`src/rtl/shift_exec_seq.sv`:
```
// Iterative shifter (SLL/SRL/SRA/PASS), one bit per clock, result held until writeback takes it.
// Latency: accept in cycle 0 -> out_valid in cycle k+1, k = min(shamt, DATA_W), 0 for PASS.
// Backpressure: result held while out_ready is low; in_ready is low from accept until the cycle after the handshake.
module shift_exec_seq #(
    parameter int DATA_W  = 16,
    parameter int SHAMT_W = 5
) (
    input  logic               clk,
    input  logic               rst_n,
    input  logic               flush,
    input  logic               in_valid,
    output logic               in_ready,
    input  logic [1:0]         op,
    input  logic [DATA_W-1:0]  hyrja,
    input  logic [SHAMT_W-1:0] shamt,
    output logic               out_valid,
    input  logic               out_ready,
    output logic [DATA_W-1:0]  dalja,
    output logic               busy
);

    localparam logic [1:0] OP_SLL  = 2'b00;
    localparam logic [1:0] OP_SRL  = 2'b01;
    localparam logic [1:0] OP_SRA  = 2'b10;
    localparam logic [1:0] OP_PASS = 2'b11;

    // Amounts at or above the operand width behave exactly like a full-width shift.
    localparam logic [SHAMT_W-1:0] SHAMT_SAT = SHAMT_W'(DATA_W);

    typedef enum logic [1:0] {
        IDLE  = 2'b00,
        SHIFT = 2'b01,
        DONE  = 2'b10
    } state_t;

    state_t             state;
    logic [DATA_W-1:0]  work;
    logic [SHAMT_W-1:0] cnt;
    logic [1:0]         op_q;
    logic [DATA_W-1:0]  work_sh;
    logic [SHAMT_W-1:0] k;

    // Gating with rst_n keeps decode from seeing ready while reset is held.
    assign in_ready = (state == IDLE) & rst_n;

    // Effective iteration count for the op being offered by decode.
    always_comb begin
        k = '0;
        if (op != OP_PASS) begin
            k = (shamt >= SHAMT_SAT) ? SHAMT_SAT : shamt;
        end
    end

    // One-bit step of the latched op; SRA replicates the sign bit to stay bit-exact with the combinational SRA.
    always_comb begin
        work_sh = work;
        case (op_q)
            OP_SLL:  work_sh = {work[DATA_W-2:0], 1'b0};
            OP_SRL:  work_sh = {1'b0, work[DATA_W-1:1]};
            OP_SRA:  work_sh = {work[DATA_W-1], work[DATA_W-1:1]};
            default: work_sh = work;
        endcase
    end

    // Control FSM with registered outputs; reset beats flush, flush beats every handshake.
    always_ff @(posedge clk) begin
        if (!rst_n) begin
            state     <= IDLE;
            work      <= '0;
            cnt       <= '0;
            op_q      <= OP_PASS;
            dalja     <= '0;
            out_valid <= 1'b0;
            busy      <= 1'b0;
        end else if (flush) begin
            state     <= IDLE;
            cnt       <= '0;
            dalja     <= '0;
            out_valid <= 1'b0;
            busy      <= 1'b0;
        end else begin
            case (state)
                IDLE: begin
                    if (in_valid) begin
                        work <= hyrja;
                        op_q <= op;
                        busy <= 1'b1;
                        if (k == '0) begin
                            state     <= DONE;
                            dalja     <= hyrja;
                            out_valid <= 1'b1;
                        end else begin
                            state <= SHIFT;
                            cnt   <= k;
                        end
                    end
                end
                SHIFT: begin
                    work <= work_sh;
                    cnt  <= cnt - 1'b1;
                    if (cnt == SHAMT_W'(1)) begin
                        state     <= DONE;
                        dalja     <= work_sh;
                        out_valid <= 1'b1;
                    end
                end
                DONE: begin
                    // dalja keeps its value after the handshake; only the valid drops.
                    if (out_ready) begin
                        state     <= IDLE;
                        out_valid <= 1'b0;
                        busy      <= 1'b0;
                    end
                end
                default: begin
                    state     <= IDLE;
                    out_valid <= 1'b0;
                    busy      <= 1'b0;
                end
            endcase
        end
    end

endmodule

```
`config.mk`:
```
export PLATFORM = sky130hd
export DESIGN_NAME = shift_exec_seq
export DESIGN_NICKNAME = d
export VERILOG_FILES = /design/src/rtl/shift_exec_seq.sv
export SDC_FILE = /design/constraint.sdc
export NUM_CORES = 1
export LEC_CHECK = 0
export BUFFER_PORTS_ARGS = -buffer_cell sky130_fd_sc_hd__buf_2
export CORE_AREA = 10 10 75 103
export DETAILED_ROUTE_END_ITERATION = 6
export DIE_AREA = 0 0 85 113
export HOLD_SLACK_MARGIN = 0.08
export PLACE_DENSITY = 0.63
export SLEW_MARGIN = 20
export SYNTH_ARGS = -nofsm -noshare
export SYNTH_HDL_FRONTEND = slang
export SYNTH_SLANG_ARGS = --single-unit
```
`constraint.sdc`:
```
create_clock -name clk -period 2.3 [get_ports clk]
set_clock_uncertainty 0.15 [all_clocks]
set_input_delay 0.46 -clock clk [delete_from_list [all_inputs] [get_ports clk]]
set_output_delay 0.46 -clock clk [all_outputs]
set_load 0.005 [all_outputs]
```
After elaboration in Yosys (flattened, before gate mapping)
Cells that the tools add are included.
{"block": "word_totals", "latch_bits": 0, "regBits": 43, "rom_bits": 0, "output_inout_bits": 19, "ramBits": 0, "elab_cells": 60, "memories": 0, "input_bits": 28}
{"block": "classes", "n_shift": 0, "order_cmp": 1, "eq_ne": 11, "reduce_logical": 12, "n_mux": 24, "n_mul": 0, "div_mod_pow": 0, "n_bitwise": 4, "add_sub_neg": 1}
{"cell": "2-to-1 mux 16 bit", "count": 4}
{"cell": "case mux 16 bit (2 select lines)", "count": 2}
{"cell": "case mux 16 bit (3 select lines)", "count": 1}
{"cell": "2-to-1 mux 5 bit", "count": 4}
{"cell": "AND reduction 3 bit", "count": 5}
{"cell": "inequality test 2 bit (second input constant)", "count": 5}
{"cell": "case mux 5 bit (2 select lines)", "count": 1}
{"cell": "2-to-1 mux 2 bit", "count": 4}
{"cell": "AND reduction 4 bit", "count": 2}
{"cell": "case mux 1 bit (3 select lines)", "count": 2}
{"cell": "case mux 2 bit (3 select lines)", "count": 1}
{"cell": "== test 5 x 1 -> 1 bit (second input constant)", "count": 1}
{"cell": "greater-or-equal comparator 5 bit (second input constant)", "count": 1}
{"cell": "zero test 5 bit", "count": 1}
{"cell": "2-to-1 mux 1 bit", "count": 5}
{"cell": "subtractor 5 x 1 -> 5 bit (second input constant)", "count": 1}
{"cell": "== test 2 x 1 -> 1 bit (second input constant)", "count": 2}
{"cell": "== test 2 bit (second input constant)", "count": 2}
{"cell": "zero test 2 bit", "count": 2}
{"cell": "inverter 1 bit", "count": 3}
{"cell": "inequality test 2 x 1 -> 1 bit (second input constant)", "count": 1}
{"cell": "nonzero test 2 bit", "count": 1}
{"cell": "OR reduction 2 bit", "count": 1}
{"cell": "AND 1 bit", "count": 1}

Longest topological paths before layout
{"block": "logic_depth", "depth_word": 7, "depth_mapped": 7, "ltp_nobuf": 6}

Least setup slack after synthesis
OpenSTA, ideal clock, no wires.
{"block": "synth_timing", "path_type": "in2reg", "from": "input shamt[1]", "to": "register cnt[2]", "arrival_ps": 1711, "cell_stages": 4, "setup_time_ps": 117, "path_slack_ps": 322, "n_path_buf": 0, "required_ps": 2033, "cell_sequence": "or4_4 > o211a_4 > or2_4 > a32o_1"}
{"block": "synth_via", "elab_chain_len": 6, "elab_cells_between_ends": 9, "cone_classes": "order compare (1); eq/ne (1); mux (5); reduce/logical (2)"}
{"item": "start, declared", "line": "15", "rtl": "input logic [SHAMT_W-1:0] shamt,"}
{"item": "greater-or-equal comparator 5 bit", "line": "50", "rtl": "k = (shamt >= SHAMT_SAT) ? SHAMT_SAT : shamt;"}
{"item": "2-to-1 mux 5 bit *", "line": "50"}
{"item": "2-to-1 mux 5 bit *", "line": "49", "rtl": "if (op != OP_PASS) begin"}
{"item": "zero test 5 bit or 2-to-1 mux 5 bit (tied branches)", "line": "88", "rtl": "if (k == '0) begin"}
{"item": "inequality test 2 bit (no line) or 2-to-1 mux 5 bit (tied branches)"}
{"item": "AND reduction 3 bit (no line) or case mux 5 bit (2 select lines) (tied branches)"}
{"item": "end signal, assigned", "line": "94", "rtl": "cnt <= k;"}
{"item": "end signal, assigned", "line": "100", "rtl": "cnt <= cnt - 1'b1;"}
{"item": "end, declared", "line": "38", "rtl": "logic [SHAMT_W-1:0] cnt;"}
Every way passes the cells marked *; elsewhere a longest branch is shown, timed or not. The select of a mux whose other input is x is not followed.
A chain may end at the register's enable or synchronous reset.

Worst setup path after layout
{"block": "layout_timing", "from": "register state[1]", "to": "register dalja[11]"}
{"block": "layout_via", "elab_chain_len": 3, "elab_cells_between_ends": 8, "cone_classes": "eq/ne (4); mux (1); reduce/logical (3)"}
{"item": "start, declared", "line": "36", "rtl": "state_t state;"}
{"item": "start signal, assigned", "line": "68", "rtl": "state <= IDLE;"}
{"item": "start signal, assigned", "line": "76", "rtl": "state <= IDLE;"}
{"item": "start signal, assigned", "line": "89", "rtl": "state <= DONE;"}
{"item": "== test 2 x 1 -> 1 bit or zero test 2 bit (tied branches)", "line": "82", "rtl": "case (state)"}
{"item": "inequality test 2 bit (no line), or another cell as far along"}
{"item": "AND reduction 4 bit (no line)"}
{"item": "end signal, assigned", "line": "90", "rtl": "dalja <= hyrja;"}
{"item": "end signal, assigned", "line": "103", "rtl": "dalja <= work_sh;"}
{"item": "end, declared", "line": "18", "rtl": "output logic [DATA_W-1:0] dalja,"}
Parallel ways exist; a longest one is shown, timed or not.

==> results.py <==
metrics = {
    "clocking": {
        "clockRootBuffer": "clkbuf_8",
        "clock_sinks": 43,
        "cts_tree": "yes",
        "htree_levels": 2,
        "hold_buffers": 0,
        "clkLatencyLatePin_ns": 0.30,
        "numCtsBuffers": 5,
        "cts-resized-gates": 0,
        "post-cts-setup-buffer-count": 0,
        "clockBufferDepth": 2,
        "clk_pin_slew_ns": 0.08,
    },
    "logic_synthesis": {
        "netlist.top_cell.by_area": "dfxtp_1",
        "synth-seq-cells": 43,
        "synth_fa_ha_area_share_pct": 1.050,
        "ys.flop_type": "dfxtp_1",
        "synthDistinctLibCells": 57,
        "synth_top_area_share_pct": 36.12,
        "synth_fp_nets": 306,
        "synth_edf_count": 0,
        "yosys.area_share.xor_xnor_pct": 0.7349,
        "synth_area_leaders": "dfxtp_1 (36%), a21oi_1 (8.6%), o31ai_1 (4.1%), o21ai_0 (3.6%), a221oi_1 (3.3%)",
        "synthesis.area_sq_um": 2384,
        "synth_seq_area_share_pct": 36.12,
        "synth.avg_cell_area_sq_um": 8.636,
        "synth_top_family_by_area": "compound AO/OA/AOI/OAI gates",
        "synth_compound_area_share_pct": 35.12,
        "ys_async_sr_fraction_pct": 0,
        "synthCells": 276,
        "synth.area.mux_share_pct": 0.8399,
        "synthSimpleGateAreaFrac_pct": 18.90,
        "ys.warnings.count": 0,
    },
    "global_routing": {
        "grt_first_pass_wirelength_microns": 11290,
        "grt_pass1_vias": 2326,
        "track_usage_pct": 13.95,
        "antenna_found_initial": 0,
        "grt_max_degree": 28,
        "grt-ovfl-total": 0,
    },
    "power_and_ir_drop": {
        "power.switching_uw": 459.0,
        "combPwrFrac_pct": 18.4,
        "intPower_uw": 1146,
        "p_leak_uw": 0.001164,
        "clkPwrFrac_pct": 30.6,
        "p_per_area_nw_per_um2": 577.7,
        "seqPwrFrac_pct": 50.9,
        "irDropWorstVdd_uv": 328.4,
        "p_sw_share_pct": 28.59,
    },
    "drt": {
        "detail_route.first_pass.iterations": 4,
        "drc": 0,
        "wire_per_inst_microns": 17.36,
        "vias_per_cell": 5.860,
        "drt_iter0_markers": 120,
        "wirelength_microns": 6824,
        "final_antenna_net_count": 0,
        "vias": 2303,
    },
    "setup_path": {
        "path_class": "reg -> reg",
        "end_kind": "register",
        "critPathMaxFanout": 11,
        "ff2ff_setup_slack_ns": 0.27,
        "start_kind": "register",
        "required_ns": 2.38,
        "arrival_ns": 2.10,
    },
    "finish": {
        "finalInstanceArea_sq_um": 2779,
        "antenna_cells": 0,
        "final_util_pct": 47.73,
        "syn_to_final_growth_pct": 16.59,
        "layout-drive-gt1-share_pct": 26.32,
        "layout.nets": 353,
    },
    "timing": {
        "whs_ns": 0.2565,
        "tightest_slew_ns": 0.5798,
        "timing.final.ws_setup_ns": 0.2740,
        "slew_headroom_pct": 61.21,
        "finalMaxSlewViolations": 0,
        "finalSetupViolations": 0,
        "hold_viol_final": 0,
        "period_needed_ns": 2.026,
        "tns_ns": 0,
        "max_freq_mhz": 493.6,
        "rsz0062_at_grt": "no",
        "min_period_over_period_pct": 88.09,
    },
    "placed_design": {
        "place_area_sq_um": 2691,
        "hpwlAfterDp_microns": 5138,
        "dp_slack_ns": 0.1348,
        "gp_congestion": 0.8541,
        "portBuffers": 46,
    },
    "floorplanning": {
        "die_h_microns": 113,
        "die_area_sq_um": 9605,
        "num_rows": 33,
        "die_x_microns": 85,
        "io_pins": 47,
        "coreArea_sq_um": 5822,
        "initial_core_util_pct": 40.94,
    },
    "hold_path": {
        "hp-class": "in -> reg",
    },
    "job": {
        "cap_violations": 0,
    },
    "outcome": {
        "status": "finished clean",
    },
}
## final timing paths
kind,start,endpoint,cells past startpoint
setup / recovery,state[1]$_SDFFE_PP0P_,dalja[11]$_SDFFE_PP0P_,5
setup reg to reg,state[1]$_SDFFE_PP0P_,dalja[11]$_SDFFE_PP0P_,5
hold reg to reg,dalja[15]$_SDFFE_PP0P_,dalja[15]$_SDFFE_PP0P_,2
hold / removal,op[1],op_q[1]$_SDFFE_PN1P_,3
## state kept, by name (all words and copies together), names as in the netlist
register and flops:
work 16, busy 1, out_valid 1, state 2, op_q 2, dalja 16
cnt 5
## through the flow
step                power [uW]  std cells
finish                    1605        393
global route              1689        393
CTS                       1621        393
detailed placement        1129        386
global placement          1126        386
floorplan                 1024        276
## worst max-delay path, stage by stage, from the launching register on
cell,delay (ns)
dfxtp_1,0.41
or3b_1,0.57
nor3_4,0.37
buf_4,0.25
o31ai_1,0.08
a21oi_1,0.13
## power by group through the flow
stage / Combinational [uW] / Clock (uW) / Sequential, uW
detailed placement: 295 / 0 / 834
CTS: 296 / 508 / 817
finish: 296 / 492 / 818
global route: 330 / 536 / 823
global placement: 292 / 0 / 834
floorplan: 204 / 0 / 820
## synthesized netlist by cell type, types with 6 or more instances
master	instances
dfxtp_1	43
inv_1	6
a21oi_1	41
a221oi_1	9
nand3_1	10
o21ai_0	17
nand2_1	12
clkbuf_1	10
nor2_1	18
a2bb2oi_1	9
o31ai_1	13
and3_1	6
## metal layers
layer,up-vias,wire length (microns),global-route usage (%)
li1,1141,-,-
met1,1097,2924,15.98
met2,56,3413,23.75
met3,9,356,3.877
met4,0,129,5.396
met5,-,0,0
## layout by cell type, fill, tap and decap left out, types with 2 or more instances in the layout
| cell | count |
|---|---|
| nand3_1 | 10 |
| nor3_1 | 3 |
| or3_1 | 2 |
| or3b_2 | 2 |
| a21oi_1 | 41 |
| a211oi_1 | 4 |
| o31ai_1 | 13 |
| and3_1 | 6 |
| o221ai_1 | 5 |
| mux2i_1 | 2 |
| a2bb2oi_1 | 9 |
| a221oi_1 | 9 |
| inv_1 | 6 |
| o21a_1 | 2 |
| dfxtp_1 | 43 |
| buf_2 | 46 |
| a31oi_1 | 2 |
| a2111o_1 | 3 |
| buf_4 | 16 |
| clkbuf_8 | 6 |
| nand2_1 | 12 |
| nand2b_1 | 5 |
| nor2_1 | 18 |
| nor3b_1 | 4 |
| o21ai_0 | 17 |
| ha_1 | 2 |
| and2_1 | 2 |
| o211ai_1 | 5 |
## cell families (layout without fill, tap and decap cells)
family,count (synthesis),count (layout)
AO/OA/AOI/OAI,121,121
XOR/XNOR,2,2
adder cells (fa/ha/maj),2,2
buffers and inverters,29,76
flip-flops,43,43
multiplexers,2,2
AND/OR/NAND/NOR,77,77
## final cells by class
class / instances / area (sq um)
clock buffer: 6 / 82.58
multi-input combinational: 204 / 1350
timing repair buffer: 63 / 370.4
fill: 582 / 3043
clock inverter: 1 / 5.005
tap: 70 / 87.58
sequential: 43 / 860.8
inverter: 6 / 22.52
No activity file was read; power rests on OpenSTA's default activity.
